[src/rtl/tile_layer_sequencer.sv]
// tile_layer_sequencer: per-tile layer controller.
// Sequences each channel through compute, halo exchange and drain.
module tile_layer_sequencer #(
  parameter int CHANNEL_WIDTH  = 8,
  parameter int NEIGHBOR_COUNT = 8,
  parameter int TIMEOUT_CYCLES = 65535
) (
  input  logic                      clk,
  input  logic                      reset,
  input  logic                      start,
  input  logic [1:0]                bitwidth,
  input  logic [2:0]                kernel_size,
  input  logic [CHANNEL_WIDTH-1:0]  out_channels,
  output logic [1:0]                cfg_bitwidth,
  output logic [2:0]                cfg_kernel_size,
  output logic [CHANNEL_WIDTH-1:0]  channel_index,
  output logic                      compute_start,
  input  logic                      compute_done,
  output logic                      exch_start,
  input  logic [NEIGHBOR_COUNT-1:0] exch_done,
  output logic [NEIGHBOR_COUNT-1:0] neighbor_exchange_done,
  input  logic                      drain_done,
  output logic                      busy,
  output logic                      layer_done,
  output logic                      error
);

  localparam int WD_WIDTH = $clog2(TIMEOUT_CYCLES + 1);
  localparam logic [WD_WIDTH-1:0] WD_LAST = WD_WIDTH'(TIMEOUT_CYCLES - 1);
  localparam logic [NEIGHBOR_COUNT-1:0] ALL_ONES = '1;

  typedef enum logic [2:0] {
    IDLE,
    COMPUTE,
    EXCHANGE,
    DRAIN,
    RELEASE,
    ADVANCE
  } state_t;

  state_t state, state_n;

  logic [CHANNEL_WIDTH-1:0]  out_ch, out_ch_n, idx_n;
  logic [1:0]                bw_n;
  logic [2:0]                k_n;
  logic [NEIGHBOR_COUNT-1:0] mask_n, merged;
  logic                      cs_n, es_n, ld_n, err_n;
  logic [WD_WIDTH-1:0]       wd;
  logic                      cfg_ok, last, timeout, waiting;

  assign cfg_ok  = kernel_size[0] && (bitwidth != 2'd3)
                && (out_channels != '0);
  assign last    = channel_index == (out_ch - CHANNEL_WIDTH'(1));
  assign timeout = wd == WD_LAST;
  assign merged  = neighbor_exchange_done | exch_done;
  assign waiting = (state == COMPUTE) || (state == EXCHANGE)
                || (state == DRAIN);

  // next-state and registered-output decode
  always_comb begin
    state_n  = state;
    idx_n    = channel_index;
    bw_n     = cfg_bitwidth;
    k_n      = cfg_kernel_size;
    out_ch_n = out_ch;
    mask_n   = neighbor_exchange_done;
    cs_n     = 1'b0;
    es_n     = 1'b0;
    ld_n     = 1'b0;
    err_n    = error;
    unique case (state)
      IDLE: begin
        mask_n = '0;
        if (start) begin
          if (cfg_ok) begin
            bw_n     = bitwidth;
            k_n      = kernel_size;
            out_ch_n = out_channels;
            idx_n    = '0;
            err_n    = 1'b0;
            cs_n     = 1'b1;
            state_n  = COMPUTE;
          end else begin
            err_n = 1'b1;
          end
        end
      end
      COMPUTE: begin
        if (compute_done) begin
          if (cfg_kernel_size == 3'd1) begin
            mask_n  = ALL_ONES;
            state_n = DRAIN;
          end else begin
            es_n    = 1'b1;
            state_n = EXCHANGE;
          end
        end else if (timeout) begin
          err_n   = 1'b1;
          mask_n  = '0;
          state_n = IDLE;
        end
      end
      EXCHANGE: begin
        if (merged == ALL_ONES) begin
          mask_n  = merged;
          state_n = DRAIN;
        end else if (timeout) begin
          err_n   = 1'b1;
          mask_n  = '0;
          state_n = IDLE;
        end else begin
          mask_n = merged;
        end
      end
      DRAIN: begin
        if (drain_done) begin
          state_n = RELEASE;
        end else if (timeout) begin
          err_n   = 1'b1;
          mask_n  = '0;
          state_n = IDLE;
        end
      end
      RELEASE: begin
        mask_n  = '0;
        ld_n    = last;
        state_n = ADVANCE;
      end
      ADVANCE: begin
        if (last) begin
          state_n = IDLE;
        end else begin
          idx_n   = channel_index + CHANNEL_WIDTH'(1);
          cs_n    = 1'b1;
          state_n = COMPUTE;
        end
      end
      default: state_n = IDLE;
    endcase
  end

  // state and output registers
  always_ff @(posedge clk or posedge reset) begin
    if (reset) begin
      state                  <= IDLE;
      channel_index          <= '0;
      cfg_bitwidth           <= '0;
      cfg_kernel_size        <= '0;
      out_ch                 <= '0;
      neighbor_exchange_done <= '0;
      compute_start          <= 1'b0;
      exch_start             <= 1'b0;
      layer_done             <= 1'b0;
      error                  <= 1'b0;
      busy                   <= 1'b0;
    end else begin
      state                  <= state_n;
      channel_index          <= idx_n;
      cfg_bitwidth           <= bw_n;
      cfg_kernel_size        <= k_n;
      out_ch                 <= out_ch_n;
      neighbor_exchange_done <= mask_n;
      compute_start          <= cs_n;
      exch_start             <= es_n;
      layer_done             <= ld_n;
      error                  <= err_n;
      busy                   <= state_n != IDLE;
    end
  end

  // watchdog: cycles spent in the current wait state
  always_ff @(posedge clk or posedge reset) begin
    if (reset) begin
      wd <= '0;
    end else if (state_n != state) begin
      wd <= '0;
    end else if (waiting) begin
      wd <= wd + WD_WIDTH'(1);
    end
  end

endmodule

[config.mk]
export PLATFORM = sky130hd
export DESIGN_NAME = tile_layer_sequencer
export DESIGN_NICKNAME = d
export VERILOG_FILES = /design/src/rtl/tile_layer_sequencer.sv
export SDC_FILE = /design/constraint.sdc
export NUM_CORES = 1
export LEC_CHECK = 0
export ABC_AREA = 0
export CAP_MARGIN = 20
export CORE_MARGIN = 1
export CORE_UTILIZATION = 40
export DETAILED_ROUTE_END_ITERATION = 7
export PLACE_DENSITY = 0.69
export SETUP_SLACK_MARGIN = 0.15
export SYNTH_ARGS = -nofsm -noshare
export SYNTH_HDL_FRONTEND = slang
export SYNTH_SLANG_ARGS = --single-unit
[constraint.sdc]
create_clock -name clk -period 5.2 [get_ports clk]
set_clock_uncertainty 0.2 [all_clocks]
set_input_delay 1.04 -clock clk [delete_from_list [all_inputs] [get_ports clk]]
set_output_delay 1.04 -clock clk [all_outputs]
set_load 0.02 [all_outputs]
==> impl_metrics.tcl, run 1 <==
set metrics [dict create \
    fin_crit_sh_pct 60.8 \
    hold_class "flop to flop" \
    whs_ps 282 \
    dieHeight_um 88.6 \
    grt_pass1_wl_um 11600 \
    clk_pin_slew_ps 90 \
    clock_sinks 53 \
    cap_violations 0 \
    io_pins 52 \
    nets 398 \
    status "completed" \
    drive_above_1_share_pct 9.76 \
    power.density_mw_per_mm2 459 \
    avgViaCountPerCell 5.27 \
    cp.required_ps 5170 \
    ys_seq_area_share_pct 44.2 \
    track_usage_pct 19.1 \
    ys.flop_type "dfrtp_1" \
    async_reset_ff_share_pct 100 \
    die_w_um 88.6 \
    rsz0062_at_grt "no" \
    portBuffers 51 \
    route.detailed.drc 0 \
    p_leak_nw 1.49 \
    syn_nets 352 \
    cp_max_fo 16 \
    clock_latency_ps 310 \
    min_period_ps 3160 \
    place_ws_ps 1720 \
    ys_warn_count 0 \
    antenna_found_initial 0 \
    tightestPinTransition_ps 720 \
    antenna_cells 0 \
    cts_root_buf "clkbuf_8" \
    hpwl_um 4690 \
    cts_tree "done" \
    std_cell_rows 31 \
    synth_seq_cells 53 \
    ant_nets 0 \
    grt_max_degree 54 \
    cts_resized 0 \
    end_kind "flop" \
    die-area_mm2 0.00785 \
    synth_cells 322 \
    gp_congestion 0.800 \
    setup_viol 0 \
    wl_per_cell_um 14.0 \
    fmax_mhz 316 \
    routed_wl_um 6550 \
    fin_util_pct 50.8 \
    synthToLayoutAreaGrowth_pct 22.8 \
    cts_setup_buffers 0 \
    timing.final.ws_setup_ps 2040 \
    initial_core_util_pct 41.4 \
    synth-edff-count 0 \
    ys_types 55 \
    peakVddDrop_v 0.000159 \
    cts_buffers 5 \
    gr-total-overflow 0 \
    fill_cells 690 \
    dr.pass1.iters 4 \
    path_class "primary input to flop" \
    ctsHoldBuffers 0 \
    coreArea_mm2 0.00725 \
    hold_viol_final 0 \
    clockBufferDepth 2 \
    vias 2467 \
    netlist_area_mm2 0.00300 \
    grt_pass1_vias 2450 \
    maxSlewHeadroom_pct 51.6 \
    report.final.slew_viol_count 0 \
    ctsHtreeMaxLevel 2 \
    cp_data_arrival_time_ps 3130 \
    synth_area_per_cell_um2 9.32 \
    drtIter0Drc 146 \
    fin_setup_tns_ps 0 \
    cp-start-kind "primary input" \
]
state kept, by name (all words and copies together) (netlist names), 2 cells and up:
register,count
cfg_bitwidth,2
neighbor_exchange_done,8
wd,16
cfg_kernel_size,3
channel_index,8
out_ch,8
state,3
area by class of cell:
class                           count  area [µm²]  share of cell area (%)
Clock buffer                        6        72.6                    1.97
Clock inverter                      2        38.8                    1.05
Inverter                           10        37.5                    1.02
Multi-Input combinational cell    244        1550                    42.1
Sequential cell                    53        1330                    36.0
Tap cell                           99         124                    3.36
Timing Repair Buffer               54         533                    14.5
synthesized netlist by cell type, types with 2 or more instances:
| cell type | count | share of area (%) |
|---|---|---|
| o22ai_1 | 3 | 0.63 |
| xor2_1 | 10 | 2.9 |
| a21boi_1 | 2 | 0.50 |
| nor2_1 | 18 | 2.3 |
| buf_6 | 3 | 1.1 |
| a31oi_1 | 3 | 0.63 |
| a211oi_1 | 8 | 2.0 |
| nand3_1 | 13 | 2.2 |
| o21ai_0 | 18 | 3.0 |
| nand4_1 | 7 | 1.5 |
| mux2i_1 | 2 | 0.67 |
| a21oi_1 | 15 | 2.5 |
| clkbuf_1 | 8 | 1.0 |
| xnor2_1 | 17 | 5.0 |
| dfrtp_1 | 53 | 44 |
| and3_1 | 3 | 0.63 |
| nor4_2 | 3 | 1.3 |
| ha_1 | 4 | 1.7 |
| nand2_1 | 65 | 8.1 |
| a21o_1 | 2 | 0.50 |
| a2111oi_2 | 2 | 1.0 |
| nand2b_1 | 3 | 0.63 |
| nor2b_1 | 2 | 0.42 |
| inv_1 | 10 | 1.3 |
| a211oi_2 | 9 | 3.8 |
| buf_2 | 2 | 0.33 |
| nor4_1 | 4 | 0.83 |
| o21bai_1 | 2 | 0.50 |
| nor3_1 | 5 | 0.83 |
metal layers:
metal  global-route usage (%)  vias up  wire length [µm]
met5                        0        -                 0
met4                     5.57        0                78
met1                     24.8     1180              2990
li1                         -     1232                 -
met2                     32.7       48              3270
met3                     3.45        7               210
cell families after synthesis:
| kind of cell | after synthesis | synth area share [%] |
|---|---|---|
| multiplexers | 3 | 1.04 |
| adder cells (fa/ha/maj) | 4 | 1.67 |
| buffers and inverters | 25 | 4.09 |
| AND/OR/NAND/NOR | 134 | 21.8 |
| AO/OA/AOI/OAI | 76 | 19.3 |
| XOR/XNOR | 27 | 7.88 |
| flip-flops | 53 | 44.2 |
worst max-delay path, stage by stage:
cell and delay (ps):
clkdlybuf4s50_1 420, nor4_1 290, nand2_1 130, nand4_1 140, o211ai_1 140, a311oi_4 370, a21o_2 450, a211oi_1 130
where the power goes:
group | internal (mW) | switching, mW | total [mW]
Clock | 0.145 | 0.137 | 0.281
Sequential | 0.515 | 0.128 | 0.643
Combinational | 0.318 | 0.448 | 0.766
cells in the final DEF (no fill, tap or decap), types with 7 or more instances in the layout:
master	instances
a211oi_1	8
a211oi_2	9
a21oi_1	15
clkdlybuf4s50_1	51
dfrtp_1	53
inv_1	9
nand2_1	65
nand3_1	13
nand4_1	7
nor2_1	18
o21ai_0	18
xnor2_1	17
xor2_1	10
final timing paths:
kind / from / to / slack [ps] / depth (start not counted)
setup / recovery: out_channels[5] / wd[12] / 2040 / 8
min in group asynchronous: reset / cfg_kernel_size[2] / 1030 / 3
hold reg to reg: cfg_bitwidth[0] / cfg_bitwidth[0] / 280 / 2
hold / removal: cfg_bitwidth[0] / cfg_bitwidth[0] / 280 / 2
max in group asynchronous: reset / wd[2] / 3320 / 3
setup reg to reg: out_ch[0] / wd[12] / 2140 / 9
per-stage QoR:
stage,instance area [µm²],instances,total power [mW]
CTS,3680,468,1.70
global route,3680,468,1.82
floorplan,3000,322,1.17
detailed placement,3570,460,1.42
finish,3680,468,1.69
global placement,3570,460,1.40
No activity file was read; power rests on OpenSTA's default activity.
==> run 2: changes to the inputs <==
PLACE_DENSITY = 0.72   (was 0.69)
clock period = 2.55 ns   (was 5.2 ns; I/O delays follow)
==> run 2 against run 1 <==
Sequential power increased by 98%. Non-clock buffer count increased by 44. Die area unchanged. Clock power increased by 140%. Flip-flop and latch count unchanged. Largest power group unchanged. Sequential share of layout area decreased by 5.3 points. Count of clock-buffer cells in the layout decreased by 1. Utilization increased by 8.8 points.
==> impl_metrics.tcl, run 2 (synthesis results as in run 1) <==
set metrics [dict create \
    status "completed" \
    maxSlewHeadroom_pct 72.2 \
    top_register "wd" \
    critPathBufInv 2 \
    end_kind "flop" \
    ctsHtreeMaxLevel 2 \
    cp_slowest_cell "clkdlybuf4s50_1" \
    rsz0062_at_grt "yes" \
    ant_nets 0 \
    gp_congestion 0.866 \
    track_usage_pct 19.5 \
    whs_ps 276 \
    clock_sinks 53 \
    drtIter0Drc 123 \
    gr-total-overflow 0 \
    cpLargestDelayFamily "compound AO/OA/AOI/OAI gates" \
    seq_power_share_pct 29.5 \
    nets 442 \
    min_period_ps 2460 \
    cp_max_fo 8 \
    internal_power_mw 2.56 \
    fin_util_pct 59.7 \
    final_cell_mix "nand2_1 (62), dfrtp_1 (50), clkdlybuf4s50_1 (44)" \
    grt_pass1_wl_um 11900 \
    slowest_delay_ps 450 \
    power_mw 4.31 \
    routed_wl_um 7710 \
    fmax_mhz 407 \
    vias 2719 \
    clock_latency_ps 310 \
    dr.pass1.iters 5 \
    ctsHoldBuffers 0 \
    path_class "primary input to flop" \
    antenna_found_initial 0 \
    combPwrFrac_pct 55.1 \
    fin_setup_tns_ps 0 \
    tightestPinTransition_ps 417 \
    dieHeight_um 88.6 \
    setup_viol 0 \
    p_leak_nw 1.83 \
    finalNonFillerCells 512 \
    std_cell_rows 31 \
    cp.required_ps 2560 \
    clk_pin_slew_ps 100 \
    drive_above_1_share_pct 26.6 \
    grt_pass1_vias 2612 \
    die-area_mm2 0.00785 \
    layout_commonest_cell "nand2_1" \
    portBuffers 51 \
    wl_per_cell_um 15.1 \
    initial_core_util_pct 41.4 \
    placed_cells 489 \
    cp_data_arrival_time_ps 2470 \
    coreArea_mm2 0.00725 \
    power.density_mw_per_mm2 995 \
    path_cells "clkdlybuf4s50_1 -> nor4_2 -> nand2_1 -> nand4_1 -> o211ai_1 -> a311oi_4 -> nand3_4 -> buf_12 -> a211oi_2" \
    cts_root_buf "clkbuf_8" \
    peakVddDrop_v 0.000494 \
    timing.final.ws_setup_ps 90.1 \
    synthToLayoutAreaGrowth_pct 44.1 \
    report.final.slew_viol_count 0 \
    hold_class "primary input to flop" \
    cts_tree "done" \
    cap_violations 0 \
    grt_max_degree 20 \
    place_ws_ps -482 \
    largest_reg_flops 16 \
    cts_buffers 5 \
    p_sw_mw 1.74 \
    antenna_cells 0 \
    clockBufferDepth 2 \
    avgViaCountPerCell 5.31 \
    placed_cell_area_mm2 0.00385 \
    clkPwrFrac_pct 15.5 \
    hpwl_um 5240 \
    sw_frac_of_total_pct 40.5 \
    die_w_um 88.6 \
    hold_viol_final 0 \
    io_pins 52 \
    cp-start-kind "primary input" \
    route.detailed.drc 0 \
    postLayoutCellArea_mm2 0.00433 \
    fin_crit_sh_pct 96.5 \
]
==> run 2: changes by cell type in the layout (fill, tap and decap cells not counted), moves of 3 or more <==
| cell | previous run | this run |
|---|---|---|
| a211oi_2 | 9 | 16 |
| dfrtp_1 | 53 | 50 |
| nand2_1 | 65 | 62 |
| dlygate4sd2_1 | 0 | 5 |
| dfrtp_2 | 0 | 3 |
| a211oi_1 | 8 | 1 |
| buf_12 | 0 | 3 |
| clkdlybuf4s50_1 | 51 | 44 |
| buf_4 | 3 | 40 |
==> run 2: worst min-delay path: cells and delay by family <==
family / cells / cell delay, ps
buffers and inverters: 1 / 130
and+or+nand+nor: 2 / 110
==> run 2: path summary, 6_finish.rpt <==
kind / startpoint / endpoint / slack (ps) / depth (start not counted)
max: out_channels[7] / wd[11] / 90 / 9
min in group asynchronous: reset / cfg_kernel_size[1] / 300 / 2
max in group asynchronous: reset / wd[1] / 1340 / 3
min: out_channels[6] / out_ch[6] / 280 / 3
max reg2reg: wd[9] / wd[11] / 100 / 7
min reg2reg: cfg_bitwidth[1] / cfg_bitwidth[1] / 290 / 2
==> run 2: power groups by stage <==
stage | clock network [mW] | logic, mW | registers (mW)
3_5_place_dp | 0 | 1.90 | 1.27
6_report | 0.665 | 2.37 | 1.27
5_1_grt | 0.718 | 2.55 | 1.30
2_1_floorplan | 0 | 1.11 | 1.37
3_3_place_gp | 0 | 1.85 | 1.26
4_1_cts | 0.682 | 2.07 | 1.27
==> run 2: timing repair <==
item                       CTS  global route
pin swaps                   14            20
buffers inserted             8             5
cloned                       0             2
resized for setup           20            25
setup endpoints to repair   22            25
==> run 2: layout make-up <==
cell class / count / area (µm²)
clock buffer: 5 / 68.8
timing repair buffer: 98 / 942
inverter: 10 / 37.5
sequential: 53 / 1330
multi-input combinational: 244 / 1760
clock inverter: 3 / 65.1
fill: 635 / 2930
tap: 99 / 124
==> run 2: metal layers <==
layer	up-vias	wire (µm)	GRT usage [%]
met3	10	281	3.64
li1	1322	-	-
met1	1325	3320	23.9
met2	62	4030	34.8
met5	-	0	0
met4	0	85	6.16
==> run 3: changes to the inputs <==
GPL_ROUTABILITY_DRIVEN = 0   (was not set)
==> results of run 3 <==
No change in the layout: final DEF, timing and power equal those of run 2.
